===== config.mk =====
export PLATFORM = sky130hd
export DESIGN_NAME = button_io_responder_flat
export DESIGN_NICKNAME = d
export VERILOG_FILES = /design/src/rtl/button_io_responder_if.sv /design/src/rtl/button_io_responder.sv /design/src/flat_wrapper.sv
export SDC_FILE = /design/constraint.sdc
export NUM_CORES = 1
export LEC_CHECK = 0
export ABC_AREA = 1
export CORE_AREA = 2 2 108 110
export DETAILED_ROUTE_END_ITERATION = 7
export DIE_AREA = 0 0 110 112
export GPL_ROUTABILITY_DRIVEN = 0
export PLACE_DENSITY_LB_ADDON = 0.2
export SLEW_MARGIN = 20
export SYNTH_ARGS = -nofsm -noshare
export SYNTH_HDL_FRONTEND = slang
export SYNTH_SLANG_ARGS = --single-unit

===== constraint.sdc =====
create_clock -name clk -period 1.5 [get_ports clk]
set_clock_uncertainty 0.05 [all_clocks]
set_input_delay 0.375 -clock clk [delete_from_list [all_inputs] [get_ports clk]]
set_output_delay 0.375 -clock clk [all_outputs]
set_load 0.02 [all_outputs]

===== src/rtl/button_io_responder_if.sv =====
`default_nettype none
// ============================================================================
//  Module      : button_io_responder_if
//  Description : Read-side bus between the CPU memory/IO address decoder and
//                the button responder.
//                  ButtonCtrl1 - status-read chip select (ioRead-qualified)
//                  ButtonCtrl2 - event-read chip select  (ioRead-qualified)
//                  io_rdata    - 16-bit read data back to the decoder
//                The master modport is the decoder side. The slave modport is
//                the responder side.
//  Revision    : 1.0 - initial release
// ============================================================================
interface button_io_responder_if;
    logic        ButtonCtrl1;
    logic        ButtonCtrl2;
    logic [15:0] io_rdata;

    modport master (
        output ButtonCtrl1,
        output ButtonCtrl2,
        input  io_rdata
    );

    modport slave (
        input  ButtonCtrl1,
        input  ButtonCtrl2,
        output io_rdata
    );
endinterface
`default_nettype wire


===== src/rtl/button_io_responder.sv =====
`default_nettype none
// ============================================================================
//  Module      : button_io_responder
//  Description : Peripheral-side responder for the two button chip selects.
//                The module synchronises and debounces the raw board
//                buttons. It keeps the stable levels and sticky press-event
//                flags with an overflow bit. It returns 16-bit read data to
//                the decoder combinationally, in the same cycle as the chip
//                select. An event read (ButtonCtrl2) clears the flags.
//
//  Ports       : clk         - system clock, rising edge
//                rst_n       - asynchronous active-low reset
//                button_raw  - raw button pins, asynchronous, active high
//                bus         - slave side of button_io_responder_if
//                              (ButtonCtrl1, ButtonCtrl2, io_rdata)
//                btn_level   - debounced button levels
//                evt_pending - OR of all pending event flags
//
//  Parameters  : NUM_BTN         - number of buttons, 1..7
//                DEBOUNCE_CYCLES - cycles a new level must persist, >= 2
//
//  Build macro : BUTTON_RELEASE_EVT_EN
//                When defined, the module also keeps sticky release flags.
//                They are returned in io_rdata[NUM_BTN+7:8] on an event read
//                and are included in evt_pending.
//
//  Revision    : 1.0 - initial release
// ============================================================================
module button_io_responder #(
    parameter int NUM_BTN         = 5,
    parameter int DEBOUNCE_CYCLES = 200000
) (
    input  wire logic                 clk,
    input  wire logic                 rst_n,
    input  wire logic [NUM_BTN-1:0]   button_raw,
    button_io_responder_if.slave      bus,
    output logic      [NUM_BTN-1:0]   btn_level,
    output logic                      evt_pending
);

    localparam int               CNT_W   = $clog2(DEBOUNCE_CYCLES);
    localparam logic [CNT_W-1:0] CNT_MAX = CNT_W'(DEBOUNCE_CYCLES - 1);
    localparam logic [CNT_W-1:0] CNT_ONE = CNT_W'(1);

    // ------------------------------------------------------------------
    // Two-flop synchroniser. The second stage is the debounce input.
    // ------------------------------------------------------------------
    logic [NUM_BTN-1:0] sync1_q;
    logic [NUM_BTN-1:0] sync2_q;

    always_ff @(posedge clk or negedge rst_n) begin
        if (!rst_n) begin
            sync1_q <= '0;
            sync2_q <= '0;
        end else begin
            sync1_q <= button_raw;
            sync2_q <= sync1_q;
        end
    end

    // ------------------------------------------------------------------
    // Per-button debounce. Each counter measures how long the synchronised
    // input has disagreed with the accepted level. Any agreement restarts
    // the count, so a glitch shorter than DEBOUNCE_CYCLES is never
    // accepted.
    // ------------------------------------------------------------------
    logic [NUM_BTN-1:0] level_q;
    logic [NUM_BTN-1:0] level_d;

    for (genvar i = 0; i < NUM_BTN; i++) begin : g_btn
        logic [CNT_W-1:0] cnt_q;
        logic [CNT_W-1:0] cnt_d;
        logic             bit_d;

        always_comb begin
            cnt_d = cnt_q;
            bit_d = level_q[i];
            if (sync2_q[i] == level_q[i]) begin
                cnt_d = '0;
            end else if (cnt_q == CNT_MAX) begin
                bit_d = sync2_q[i];
                cnt_d = '0;
            end else begin
                cnt_d = cnt_q + CNT_ONE;
            end
        end

        always_ff @(posedge clk or negedge rst_n) begin
            if (!rst_n) begin
                cnt_q <= '0;
            end else begin
                cnt_q <= cnt_d;
            end
        end

        assign level_d[i] = bit_d;
    end

    always_ff @(posedge clk or negedge rst_n) begin
        if (!rst_n) begin
            level_q <= '0;
        end else begin
            level_q <= level_d;
        end
    end

    // ------------------------------------------------------------------
    // Edge detection on the accepted level. The edge is taken from the
    // next-state value, so a flag sets on the same edge as the level.
    // ------------------------------------------------------------------
    logic [NUM_BTN-1:0] rise;
    logic               rd_clr;

    assign rise   = level_d & ~level_q;
    // A status read has priority, so a cycle with both selects high is a
    // status read and does not clear anything.
    assign rd_clr = bus.ButtonCtrl2 & ~bus.ButtonCtrl1;

    // ------------------------------------------------------------------
    // Sticky flags. The clear is applied first and the new edges are OR'd
    // in afterwards. A press that lands on the clearing edge therefore
    // survives: it was not part of the data that was just returned. The
    // same ordering means such a press cannot count as an overflow.
    // ------------------------------------------------------------------
    logic [NUM_BTN-1:0] evt_q;
    logic [NUM_BTN-1:0] evt_d;
    logic [NUM_BTN-1:0] evt_kept;
    logic               ovf_q;
    logic               ovf_d;
    logic               ovf_hit;

`ifdef BUTTON_RELEASE_EVT_EN
    logic [NUM_BTN-1:0] fall;
    logic [NUM_BTN-1:0] rel_q;
    logic [NUM_BTN-1:0] rel_d;
    logic [NUM_BTN-1:0] rel_kept;

    assign fall = ~level_d & level_q;

    always_comb begin
        evt_kept = rd_clr ? '0 : evt_q;
        rel_kept = rd_clr ? '0 : rel_q;
        evt_d    = evt_kept | rise;
        rel_d    = rel_kept | fall;
        ovf_hit  = (|(rise & evt_kept)) | (|(fall & rel_kept));
        ovf_d    = (rd_clr ? 1'b0 : ovf_q) | ovf_hit;
    end

    always_ff @(posedge clk or negedge rst_n) begin
        if (!rst_n) begin
            rel_q <= '0;
        end else begin
            rel_q <= rel_d;
        end
    end
`else
    always_comb begin
        evt_kept = rd_clr ? '0 : evt_q;
        evt_d    = evt_kept | rise;
        ovf_hit  = |(rise & evt_kept);
        ovf_d    = (rd_clr ? 1'b0 : ovf_q) | ovf_hit;
    end
`endif

    always_ff @(posedge clk or negedge rst_n) begin
        if (!rst_n) begin
            evt_q <= '0;
            ovf_q <= 1'b0;
        end else begin
            evt_q <= evt_d;
            ovf_q <= ovf_d;
        end
    end

    // ------------------------------------------------------------------
    // Read data. This path is combinational so that the single-cycle CPU
    // sees the data in the same cycle as the chip select.
    // ------------------------------------------------------------------
    logic [15:0] rdata;

    always_comb begin
        rdata = '0;
        if (bus.ButtonCtrl1) begin
            rdata[NUM_BTN-1:0] = level_q;
        end else if (bus.ButtonCtrl2) begin
            rdata[NUM_BTN-1:0] = evt_q;
            rdata[15]          = ovf_q;
`ifdef BUTTON_RELEASE_EVT_EN
            rdata[NUM_BTN+7:8] = rel_q;
`endif
        end
    end

    assign bus.io_rdata = rdata;
    assign btn_level    = level_q;

`ifdef BUTTON_RELEASE_EVT_EN
    assign evt_pending  = (|evt_q) | (|rel_q);
`else
    assign evt_pending  = |evt_q;
`endif

endmodule
`default_nettype wire


===== src/flat_wrapper.sv =====
// flat-port wrapper written by rule: the top's interface ports become plain ports
module button_io_responder_flat 
#(
    parameter int NUM_BTN         = 5,
    parameter int DEBOUNCE_CYCLES = 200000
)
  (clk, rst_n, button_raw, btn_level, evt_pending, bus_ButtonCtrl1, bus_ButtonCtrl2, bus_io_rdata);
  button_io_responder_if bus_i ();
  input  wire logic clk;
  input  wire logic rst_n;
  input  wire logic [NUM_BTN-1:0] button_raw;
  output logic      [NUM_BTN-1:0] btn_level;
  output logic evt_pending;
  input wire logic [$bits(bus_i.ButtonCtrl1)-1:0] bus_ButtonCtrl1;
  input wire logic [$bits(bus_i.ButtonCtrl2)-1:0] bus_ButtonCtrl2;
  output wire logic [$bits(bus_i.io_rdata)-1:0] bus_io_rdata;
  assign bus_i.ButtonCtrl1 = bus_ButtonCtrl1;
  assign bus_i.ButtonCtrl2 = bus_ButtonCtrl2;
  assign bus_io_rdata = bus_i.io_rdata;
  button_io_responder #(.NUM_BTN(NUM_BTN), .DEBOUNCE_CYCLES(DEBOUNCE_CYCLES)) u_core (.clk(clk), .rst_n(rst_n), .button_raw(button_raw), .bus(bus_i), .btn_level(btn_level), .evt_pending(evt_pending));
endmodule

==> out/metrics.yaml, run 1 <==
run_status:
  outcome: "finished, violations left"
  violations: "setup timing"
timing:
  slew_violations: 0
  post-route-period-util_pct: 110
  rsz0062_at_grt: "yes"
  period_needed_ns: 1.66
  max_freq_mhz: 603
  hold_viol: 0
  setup_violations: 38
  layout_setup_ws_ns: -0.157
synthesis:
  synth_seq_cells: 111
  async_reset_ff_share_pct: 100
  ys_seq_area_share_pct: 46.8
  ys_warn_count: 0
  ys_top_cells_by_area: "dfrtp_1 47%, nor2_1 8.3%, nand2_1 6.9%, inv_1 5.8%, nand3_1 3.3%"
  synth_top_area_share_pct: 46.8
  netlist_instances: 724
  post_synth_instance_area_sq_um: 5930
  ys.flop_type: "dfrtp_1"
  avgSynthCellArea_sq_um: 8.19
  synth-edff-count: 0
  synthDistinctLibCells: 39
  yosysTopAreaCell: "dfrtp_1"
drt:
  wl_per_cell_um: 15.1
  wirelength_um: 15800
  via_per_inst: 5.37
  drt_drc_violations_left: 0
  ant_nets: 0
  drt_iter0_drc: 447
  route.vias.total: 5592
  drt_pre_antenna_iters: 7
clock_network:
  cts_tree: "yes"
  cts_buffers: 9
  cts.clk_slew.worst_paths_ns: 0.07
  clock_latency_ns: 0.35
  cts_buffer_depth: 2
  clock-sinks: 111
  ctsRootBufferMaster: "clkbuf_16"
  htree_levels: 3
power_and_ir_drop:
  clockPowerShare_pct: 39.7
  switching_share_pct: 23.7
  p_sw_mw: 1.40
  p_int_mw: 4.52
  irDropWorstVdd_uv: 1140
  p_total_mw: 5.92
  power_frac_comb_pct: 8.0
  p_leak_nw: 3.87
  pwr_density_cell_nw_per_um2: 696
  p_seq_share_pct: 52.3
finish:
  fin_area_sq_um: 8500
  num_antenna_cells: 0
  final_cell_mix: "118 x buf_4, 106 x dfrtp_1, 104 x nor2_1"
  areaGrowthSynthToFinish_pct: 43.4
  layout_commonest_cell: "buf_4"
  drive_above_1_share_pct: 39.2
  nets: 909
grt:
  met3_usage_pct: 5.50
  grt_pass1_wl_um: 24000
  antenna_found_initial: 0
  use_met2_pct: 42.6
  grt_max_degree: 55
  grt_pass1_vias: 5367
  track_usage_pct: 24.6
  grtUsageMet1_pct: 30.8
  top_usage_layer: "met2"
  grt_overflow_total: 0
floorplanning:
  die_w_um: 110
  rows: 39
  core_sq_um: 11200
  start_util_pct: 53.1
  ioPinCount: 31
  fp.dieH_um: 112
  die_area_sq_um: 12300
place:
  place_area_sq_um: 7030
  dpl.hpwl_um: 10100
  portBuffers: 20
critical_path:
  crit_path_end_kind: "output port"
  critPathMaxFanout: 3
  startpoint_type: "register"
  required_ns: 1.07
  criticalPathCategory: "reg2out"
  r2r_cells: 8
  cp.arrival_ns: 1.23
hold_path:
  whs_path_depth: 0
  hp-class: "reg2reg"
job:
  maxCapViolCount: 0
==> worst max-delay path, cell delays in order (launching register included) <==
cell     delay, ns
dfrtp_1       0.36
inv_1         0.09
buf_4         0.13
nand3_1       0.13
buf_6         0.16
==> power by group through the flow <==
stage,combinational (mW),clock (mW),sequential (mW)
after floorplan,0.161,0,3.13
after global placement,0.357,0,3.13
after detailed placement,0.368,0,3.13
after CTS,0.415,2.39,3.09
after global routing,0.528,2.52,3.10
final,0.476,2.35,3.09
==> state kept, by name, summed over array words and instances, names as in the netlist <==
signal              count
u_core.btn_level        5
u_core.evt_q            5
u_core.g_btn.cnt_q     90
u_core.ovf_q            1
u_core.sync1_q          5
u_core.sync2_q          5
==> logic make-up after synthesis <==
family	count (synthesis)	share of synthesized area, %
compound gates	65	6.54
xor+xnor	29	4.28
fa+ha+maj	5	1.06
buf+inv	113	7.81
flops	111	46.8
other cells	1	0.0632
simple gates	400	33.4
==> metrics by stage <==
step	utilization, %	std cells	hold WS, ns	setup TNS [ns]	worst slack [ns]
after detailed placement	62.9	981	0.289	-8.26	-1.06
final	76.1	1042	0.310	-1.69	-0.157
after global routing	76.1	1042	0.319	-7.60	-0.225
after global placement	62.9	981	0.287	-6.35	-1.00
after floorplan	-	733	0.0294	-0.00509	-0.00509
after CTS	69.6	1019	0.305	-1.06	-0.147
==> synthesized netlist by cell type (13+ instances only) <==
library cell  instances
dfrtp_1             111
nand4_1              23
nand3_1              39
nor3_1               27
a21oi_1              25
nor2_1              131
nand2_1             109
o21ai_0              13
xor2_1               18
nand2_2              13
inv_1                91
==> layout make-up <==
| class | count | area, sq um |
|---|---|---|
| Multi-Input combinational cell | 510 | 3470 |
| Sequential cell | 111 | 2780 |
| Fill cell | 735 | 2670 |
| Timing Repair Buffer | 161 | 1380 |
| Inverter | 102 | 398 |
| Clock buffer | 12 | 267 |
| Tap cell | 143 | 179 |
| Clock inverter | 3 | 25.0 |
==> final timing paths <==
kind,start,endpoint,slack (ns)
worst max register to register,u_core.g_btn[3].cnt_q[0],u_core.g_btn[3].cnt_q[16],-0.10
max in group asynchronous,rst_n,u_core.g_btn[3].cnt_q[2],0.58
worst max-delay path,u_core.evt_q[2],evt_pending,-0.16
worst min register to register,u_core.sync1_q[2],u_core.sync2_q[2],0.31
worst min-delay path,u_core.sync1_q[2],u_core.sync2_q[2],0.31
min in group asynchronous,rst_n,u_core.g_btn[2].cnt_q[9],0.49
==> metal layers <==
layer,up-vias,share of wire [%]
li1,2657,-
met1,2725,40
met2,179,54
met3,31,4.7
met4,0,1.6
met5,-,0
==> what timing repair did <==
| action | in CTS | in global routing |
|---|---|---|
| setup buffers | 22 | 23 |
| pin swaps | 31 | 47 |
| hold endpoints to repair | 57 | 0 |
| hold buffers | 1 | 0 |
| setup endpoints to repair | 56 | 94 |
| cloned | 0 | 1 |
| resized for setup | 131 | 138 |
(Power assumes the default switching activity.)
==> run 2, diff against run 1 <==
clock period = 1.4 ns   (was 1.5 ns; I/O delays follow)
==> out/metrics.yaml, run 2 (synthesis results as in run 1) <==
hold_path:
  hp-class: "reg2reg"
  hp-start: "u_core.sync1_q[4]"
  whs_endpoint: "u_core.sync2_q[4]"
  whs_path_depth: 0  # unchanged
timing:
  slew_violations: 0  # unchanged
  rsz0062_at_grt: "yes"
  setup_violations: 101  # +170%
  period_needed_ns: 1.69
  hold_viol: 0  # unchanged
  post-route-period-util_pct: 121
  layout_setup_ws_ns: -0.289  # -0.131 ns
  fin_setup_tns_ns: -15.56  # -13.87 ns
  max_freq_mhz: 592
finish:
  layout_commonest_cell: "buf_4"
  nets: 988  # +8.7%
  final_cell_mix: "170 x buf_4, 105 x dfrtp_1, 92 x nor2_1"
  drive_above_1_share_pct: 47.5  # +8.3 points
  largest_reg_flops: 90  # unchanged
  areaGrowthSynthToFinish_pct: 59.0
  n_fill_cell: 537  # -27%
  fin_area_sq_um: 9430  # +11%
  num_antenna_cells: 0  # unchanged
  largest_register: "u_core.g_btn.cnt_q"
  fin_util_pct: 84.4  # +8.3 points
floorplanning:
  fp.dieH_um: 112  # unchanged
  ioPinCount: 31  # unchanged
  start_util_pct: 53.1  # unchanged
  die_area_sq_um: 12300  # unchanged
  rows: 39  # unchanged
  core_sq_um: 11200  # unchanged
  die_w_um: 110  # unchanged
grt:
  grt_max_degree: 71  # +29%
  grt_pass1_vias: 6133  # +14%
  grt_overflow_total: 0  # unchanged
  grt_pass1_wl_um: 28000  # +17%
  antenna_found_initial: 0  # unchanged
  track_usage_pct: 28.8  # +4.2 points
critical_path:
  critPathMaxFanout: 4  # +1
  reg2reg_setup_slack_ns: -0.29  # -0.19 ns
  required_ns: 1.60  # +0.53 ns
  cp.arrival_ns: 1.89  # +0.66 ns
  timing.rr.start: "u_core.g_btn[1].cnt_q[1]"
  r2r_cells: 8  # unchanged
  crit_path_end_kind: "register"
  criticalPathCategory: "reg2reg"
  startpoint_type: "register"
  reg2reg_to: "u_core.g_btn[1].cnt_q[12]"
power_and_ir_drop:
  p_total_mw: 6.57  # +11%
  irDropWorstVdd_uv: 863  # -24%
  pwr_density_cell_nw_per_um2: 696  # about the same
  p_leak_nw: 4.39  # +13%
clock_network:
  cts_tree: "yes"
  cts.clk_slew.worst_paths_ns: 0.07  # about the same
  cts_buffers: 9  # unchanged
  clock-sinks: 111  # unchanged
  cts_buffer_depth: 2  # unchanged
  clock_latency_ns: 0.36  # about the same
  htree_levels: 3  # unchanged
  ctsRootBufferMaster: "clkbuf_16"
drt:
  route.vias.total: 6354  # +14%
  drt_drc_violations_left: 0  # unchanged
  ant_nets: 0  # unchanged
  wl_per_cell_um: 18.3  # +21%
  wirelength_um: 20500  # +30%
  via_per_inst: 5.66  # +5.5%
  drt_iter0_drc: 651  # +46%
  drt_pre_antenna_iters: 5  # -2
job:
  maxCapViolCount: 0  # unchanged
run_status:
  violations: "setup timing"
  outcome: "finished, violations left"
place:
  portBuffers: 20  # unchanged
  place_area_sq_um: 7430  # +5.7%
  dpl.hpwl_um: 10500  # +3.8%
==> run 2: worst max-delay path, stage by stage, from the launching register on <==
cell     delay, ns
dfrtp_1       0.39
buf_6         0.13
ha_4          0.16
nand3_4       0.10
nor2_4        0.16
nand4_1       0.19
buf_4         0.22
nor3_4        0.12
nor3b_2       0.06
==> run 2: where the power goes <==
group | switching [mW] | internal [mW]
Clock | 1.20 | 1.44
Combinational | 0.332 | 0.277
Sequential | 0.0623 | 3.25
Total | 1.60 | 4.97
==> run 2: cell type report <==
class | count | area [sq um] | share of cell area (%)
Clock buffer | 13 | 250 | 2.65
Inverter | 102 | 402 | 4.26
Multi-Input combinational cell | 511 | 3670 | 38.9
Timing Repair Buffer | 239 | 2100 | 22.3
Clock inverter | 3 | 42.5 | 0.451
Tap cell | 143 | 179 | 1.90
Sequential cell | 111 | 2790 | 29.5
==> run 2: routing by layer <==
layer,global-route usage [%],wire (um),vias to the layer above
met5,0,0,-
met4,10.3,847,0
met3,7.20,1200,85
met2,49.2,10800,284
met1,35.0,7610,3161
li1,-,-,2824
==> run 2: worst max path at each step <==
stage                                        start                         to  slack, ns
after floorplan           u_core.g_btn[4].cnt_q[0]  u_core.g_btn[4].cnt_q[14]      -0.11
after global placement             bus_ButtonCtrl1            bus_io_rdata[1]      -0.91
after detailed placement           bus_ButtonCtrl1            bus_io_rdata[1]      -0.90
after CTS                          u_core.evt_q[1]                evt_pending      -0.24
after global routing      u_core.g_btn[0].cnt_q[1]  u_core.g_btn[0].cnt_q[16]      -0.34
final                     u_core.g_btn[1].cnt_q[1]  u_core.g_btn[1].cnt_q[12]      -0.29
==> run 2: per-stage QoR <==
stage,instances,worst slack [ns],hold WS [ns]
after floorplan,733,-0.105,0.00441
after global placement,1025,-0.907,0.283
after detailed placement,1025,-0.905,0.286
after CTS,1085,-0.238,0.302
after global routing,1122,-0.344,0.321
final,1122,-0.289,0.299
==> run 2: what timing repair did <==
action                     in CTS  in global routing
hold endpoints to repair       48                  0
gates cloned                    2                  0
hold buffers                    1                  0
buffers inserted               43                 40
setup endpoints to repair      94                106
gates resized for setup       209                126
pin swaps                      58                 86
==> RTL edit 1 (flow settings as in run 1) <==
Build with the macro `BUTTON_RELEASE_EVT_EN` defined.
--- a/src/rtl/button_io_responder.sv
+++ b/src/rtl/button_io_responder.sv
@@ -27,4 +27,6 @@
 //  Revision    : 1.0 - initial release
 // ============================================================================
+`define BUTTON_RELEASE_EVT_EN
+
 module button_io_responder #(
     parameter int NUM_BTN         = 5,
Check against the original RTL: no difference found for any inputs over 10 cycles, from zero or initial values and one cycle with rst_n low; that may be too few to reach the edited logic, so the function may still have changed.
==> RTL edit 1 against run 1 <==
The run still ends with negative setup slack left; setup slack got worse by 0.34 ns; sequential share of layout area is 3.1 points lower; synthesized cell count up 8.7%; largest cell class unchanged; die area unchanged; power rose by 29%; synthesized area up 6.2%; via count is 27% higher; largest power group is now clock; sequential cell count is 5 higher; wire length grew 53%; clock power up 63%; design area rose by 16%.
==> RTL edit 1: results (changes against run 1) <==
\begin{tabular}{lr}
\hline
Metric & Value \\
\hline
\multicolumn{2}{l}{\textbf{Synthesis}} \\
\quad Number of distinct library cell variants in the gate-level netlist after synthesis & 38 (-2.6\%) \\
\quad Top area cells in the synthesized netlist & sky130\_fd\_sc\_hd\_\_dfrtp\_1, sky130\_fd\_sc\_hd\_\_nor2\_1, sky130\_fd\_sc\_hd\_\_nand2\_1 \\
\quad XOR/XNOR Fraction of Synth Area & 5.00\% (+0.72 points) \\
\quad Top cells by count, synth & sky130\_fd\_sc\_hd\_\_nor2\_1, sky130\_fd\_sc\_hd\_\_nand2\_1, sky130\_fd\_sc\_hd\_\_dfrtp\_1 \\
\multicolumn{2}{l}{\textbf{Pwr}} \\
\quad Clock network power share & 50.4\% (+11 points) \\
\quad Worst vdd ir & 0.838 mV (-27\%) \\
\quad Internal power consumption & 5.76 mW (+27\%) \\
\multicolumn{2}{l}{\textbf{STA}} \\
\quad Final period demand of the worst path & 1.99 ns (+0.335 ns) \\
\quad Finish-stage setup viols & 81 (+110\%) \\
\quad Final worst slack & -0.493 ns (-0.335 ns) \\
\multicolumn{2}{l}{\textbf{Layout}} \\
\quad Inverters & 94 (-7.8\%) \\
\quad Share of final layout cell area taken by non-clock buffers & 19.9\% (+3.7 points) \\
\quad Number of nets in the layout & 1039 (+14\%) \\
\quad Fraction of final layout cells with drive strength greater than 1 & 44.7\% (+5.5 points) \\
\quad Number of buffers outside the clock class in the layout & 223 (+39\%) \\
\multicolumn{2}{l}{\textbf{Placed design}} \\
\quad HPWL Detailed & 11400 microns (+13\%) \\
\multicolumn{2}{l}{\textbf{Route}} \\
\quad Wl on met1 & 8360 microns (+32\%) \\
\quad Number of vias after detailed routing & 7104 (+27\%) \\
\quad Violation count after the first detailed-routing iteration & 833 (+86\%) \\
\quad Met2 WL & 12300 microns (+46\%) \\
\quad Total met3 wirelength after detailed routing & 1810 microns (+150\%) \\
\quad Post-detailed-route wirelength per cell & 20.4 microns (+35\%) \\
\multicolumn{2}{l}{\textbf{Critical path}} \\
\quad Number of cells traversed by the worst register-to-register path & 9 (+1) \\
\quad Largest incremental delay on the critical path & 0.40 ns (+0.04 ns) \\
\quad Maximum net fanout on the critical path & 2 (-1) \\
\multicolumn{2}{l}{\textbf{Global route}} \\
\quad Global Route met2 Usage & 52.0\% (+9.4 points) \\
\quad GRT met1 Usage & 35.8\% (+5.1 points) \\
\quad Global-route wire length before repair & 29000 microns (+21\%) \\
\multicolumn{2}{l}{\textbf{Status}} \\
\quad Violations in the final reports & negative setup slack \\
\quad Run status & complete, but fails checks \\
\multicolumn{2}{l}{\textbf{Worst hold path}} \\
\quad Worst hold path startpoint & u\_core.sync1\_q[1] \\
\hline
\end{tabular}
## RTL edit 1: changes by cell type in the layout (fill, tap and decap cells not counted), sizes merged, moves of 4 or more
cell    change
inv        -13
buf        +63
clkbuf     +10
nor3        -7
nor4        +6
xor2        +7
nor2       +39
nand2      +30
conb        -5
clkinv      +8
dfrtp       +5
nand3       -4
a21oi       -8
## RTL edit 1: worst max-delay path by stage
stage	startpoint	endpoint	slack, ns	depth (start not counted)
global route	u_core.evt_q[1]	evt_pending	-0.51	3
detailed placement	bus_ButtonCtrl2	bus_io_rdata[3]	-1.09	7
floorplan	u_core.g_btn[4].cnt_q[0]	u_core.g_btn[4].cnt_q[11]	-0.04	9
global placement	bus_ButtonCtrl2	bus_io_rdata[3]	-1.06	7
CTS	u_core.rel_q[1]	evt_pending	-0.33	3
finish	u_core.evt_q[1]	evt_pending	-0.49	3
## RTL edit 1: repair_timing
| item | 4_1_cts | 5_1_grt |
|---|---|---|
| setup buffers | 22 | 52 |
| pin swaps | 27 | 77 |
| endpoints found under the setup margin | 62 | 102 |
| hold endpoints to repair | 22 | 0 |
| gates resized for setup | 181 | 183 |
| hold buffers | 1 | 0 |
| cloned | 1 | 0 |
## RTL edit 1: metrics by stage
stage | cells | worst slack (ns)
2_1_floorplan | 791 | -0.0438
3_3_place_gp | 1081 | -1.06
3_5_place_dp | 1081 | -1.09
4_1_cts | 1135 | -0.334
5_1_grt | 1181 | -0.510
6_report | 1181 | -0.493
## RTL edit 1: cells by family (layout without fill, tap and decap cells)
logic type | count (synthesis) | after routing
xor+xnor | 36 | 36
flops | 116 | 116
buf+inv | 103 | 349
other cells | 1 | 5
fa+ha+maj | 5 | 5
compound gates | 57 | 58
simple gates | 469 | 469
==> RTL edit 2 (config.mk and constraints of run 1) <==
Made on the original files. Register the output `btn_level` once more, cleared by the reset; this adds one clock of latency there. The other outputs are not delayed to match.
--- a/src/rtl/button_io_responder.sv
+++ b/src/rtl/button_io_responder.sv
@@ -193,5 +193,11 @@
 
     assign bus.io_rdata = rdata;
-    assign btn_level    = level_q;
+    always_ff @(posedge clk or negedge rst_n) begin
+        if (!rst_n) begin
+            btn_level <= '0;
+        end else begin
+            btn_level <= level_q;
+        end
+    end
 
 `ifdef BUTTON_RELEASE_EVT_EN
Check against the original RTL: no difference found for any inputs over 10 cycles, from zero or initial values and one cycle with rst_n low; that may be too few to reach the edited logic, so the function may still have changed.
==> RTL edit 2 against run 1 <==
The flow still finishes with violations (negative setup slack); design area grew 6.4%; sequential power grew 5%; synthesized cell count grew 0.69%; synthesized area grew 2.1%; sequential cell count grew 5; combinational power shrank 2%; power grew 34%; setup slack lost 0.079 ns; wire length grew 8.4%; maximum frequency shrank 4.5%; via count grew 4.4%; cell count grew 3.5%; first-iteration DRC count grew 16%; sequential share of layout area shrank 0.50 points; critical endpoint unchanged.
==> RTL edit 2: results (changes against run 1) <==
\begin{tabular}{lr}
\hline
Metric & Value \\
\hline
\multicolumn{2}{l}{\textbf{Global route}} \\
\quad Largest net degree at the start of global routing & 59 (+7.3\%) \\
\quad Global-route usage over all layers & 26.3\% (+1.7 points) \\
\quad Global-route wire length before repair & 25200 microns (+5.2\%) \\
\quad Vias in the first global route & 5605 (+4.4\%) \\
\multicolumn{2}{l}{\textbf{STA}} \\
\quad Finish-stage setup viols & 42 (+11\%) \\
\quad Final worst slack & -0.236 ns (-0.0786 ns) \\
\multicolumn{2}{l}{\textbf{Synthesis}} \\
\quad Seq/Total Area, Yosys & 47.9\% (+1.1 points) \\
\quad Top area cells in the synthesized netlist & sky130\_fd\_sc\_hd\_\_dfrtp\_1, sky130\_fd\_sc\_hd\_\_nor2\_1, sky130\_fd\_sc\_hd\_\_nand2\_1 \\
\quad Top cells by count, synth & sky130\_fd\_sc\_hd\_\_nor2\_1, sky130\_fd\_sc\_hd\_\_dfrtp\_1, sky130\_fd\_sc\_hd\_\_nand2\_1 \\
\multicolumn{2}{l}{\textbf{CTS}} \\
\quad Worst-skew pair later-pin latency & 0.42 ns (+0.07 ns) \\
\quad Number of buffers inserted during clock tree synthesis & 17 (+8) \\
\quad Clock-pin slew on the worst setup and hold paths & 0.05 ns (-0.02 ns) \\
\quad Number of H-tree levels & 4 (+1) \\
\multicolumn{2}{l}{\textbf{Route}} \\
\quad Post-detailed-route wirelength per cell & 15.8 microns (+4.8\%) \\
\quad Violation count after the first detailed-routing iteration & 519 (+16\%) \\
\quad First-pass DRT Iterations & 5 (-2) \\
\quad Ratio of routed vias to standard cells & 5.41 (+0.90\%) \\
\multicolumn{2}{l}{\textbf{Status}} \\
\quad Run status & complete, but fails checks \\
\quad Violations in the final reports & negative setup slack \\
\multicolumn{2}{l}{\textbf{Pwr}} \\
\quad Power Dens Cells & 875 mW/mm\^{}2 (+26\%) \\
\quad Clock network power share & 53.1\% (+13 points) \\
\quad Net Sw Power & 1.75 mW (+25\%) \\
\quad Leak pwr & 4.18 nW (+7.9\%) \\
\quad Seq. pwr & 3.24 mW (+5\%) \\
\multicolumn{2}{l}{\textbf{Layout}} \\
\quad Fill cell instance count of the final layout & 667 (-9.3\%) \\
\quad Number of nets in the layout & 936 (+3.0\%) \\
\quad Fraction of final layout cells with drive strength greater than 1 & 41.4\% (+2.2 points) \\
\multicolumn{2}{l}{\textbf{Placed design}} \\
\quad HPWL Detailed & 9740 microns (-3.4\%) \\
\quad Placed cell areas & 0.00710 sq mm (+1.0\%) \\
\quad Worst slack at placement & -0.903 ns (+0.153 ns) \\
\multicolumn{2}{l}{\textbf{Critical path}} \\
\quad Worst path arrival time & 1.31 ns (+0.08 ns) \\
\hline
\end{tabular}
[RTL edit 2: changes by cell type in the layout (fill, tap and decap cells not counted), moves of 4 or more]
| cell | run 1 | this run |
|---|---|---|
| sky130_fd_sc_hd__inv_2 | 13 | 19 |
| sky130_fd_sc_hd__nand2_2 | 16 | 20 |
| sky130_fd_sc_hd__nand2_1 | 98 | 92 |
| sky130_fd_sc_hd__inv_1 | 83 | 79 |
| sky130_fd_sc_hd__a21oi_2 | 10 | 4 |
| sky130_fd_sc_hd__nand3_1 | 24 | 30 |
| sky130_fd_sc_hd__clkbuf_16 | 9 | 17 |
| sky130_fd_sc_hd__dfrtp_2 | 5 | 10 |
| sky130_fd_sc_hd__clkinv_2 | 0 | 4 |
| sky130_fd_sc_hd__a21oi_1 | 15 | 21 |
| sky130_fd_sc_hd__buf_4 | 118 | 125 |
[RTL edit 2: cell families after synthesis]
logic type	share of synthesized area [%]
DFF	47.9
adders and majority gates	1.03
buffers and inverters	7.65
xor gates and xnor gates	4.20
other	0.0619
AOI/OAI and AO/OA	6.41
and+or+nand+nor	32.7
[RTL edit 2: worst paths after layout]
path,from,endpoint,slack [ns],cells past startpoint
min in group asynchronous,rst_n,u_core.g_btn[0].cnt_q[9],0.47,3
max,u_core.evt_q[4],evt_pending,-0.24,3
min,u_core.sync1_q[0],u_core.sync2_q[0],0.30,0
max reg2reg,u_core.g_btn[0].cnt_q[0],u_core.g_btn[0].cnt_q[16],-0.15,6
min reg2reg,u_core.sync1_q[0],u_core.sync2_q[0],0.30,0
max in group asynchronous,rst_n,u_core.g_btn[2].cnt_q[2],0.63,3
[RTL edit 2: layout make-up]
| class | count | share of cell area (%) |
|---|---|---|
| Clock inverter | 9 | 1.38 |
| Inverter | 102 | 4.37 |
| Multi-Input combinational cell | 511 | 38.1 |
| Sequential cell | 116 | 32.2 |
| Tap cell | 143 | 1.98 |
| Timing Repair Buffer | 174 | 16.6 |
| Clock buffer | 23 | 5.39 |
[RTL edit 2: per-stage QoR]
step | power (mW) | cells
after floorplan | 3.43 | 738
after global placement | 3.62 | 980
after detailed placement | 3.63 | 980
after CTS | 7.87 | 1041
after global routing | 8.18 | 1078
final | 7.91 | 1078
[RTL edit 2: what timing repair did]
item	CTS	global route
cloned	1	1
resized for setup	130	141
hold buffers	1	0
setup buffers	28	38
endpoints found under the setup margin	62	90
endpoints found under the hold margin	116	0
pin swaps	35	80
[RTL edit 2: worst max-delay path, delay by kind of cell (launching register included)]
family	cells	cell delay [ns]
buf+inv	1	0.15
simple gates	2	0.33
flops	1	0.41
[RTL edit 2: layer usage]
layer / up-vias / part of all wire [%] / global-route usage, %
met3: 54 / 4.5 / 5.97
met2: 177 / 53 / 43.3
met1: 2870 / 40 / 32.3
li1: 2736 / - / -
met4: 0 / 2.9 / 12.7
met5: - / 0 / 0
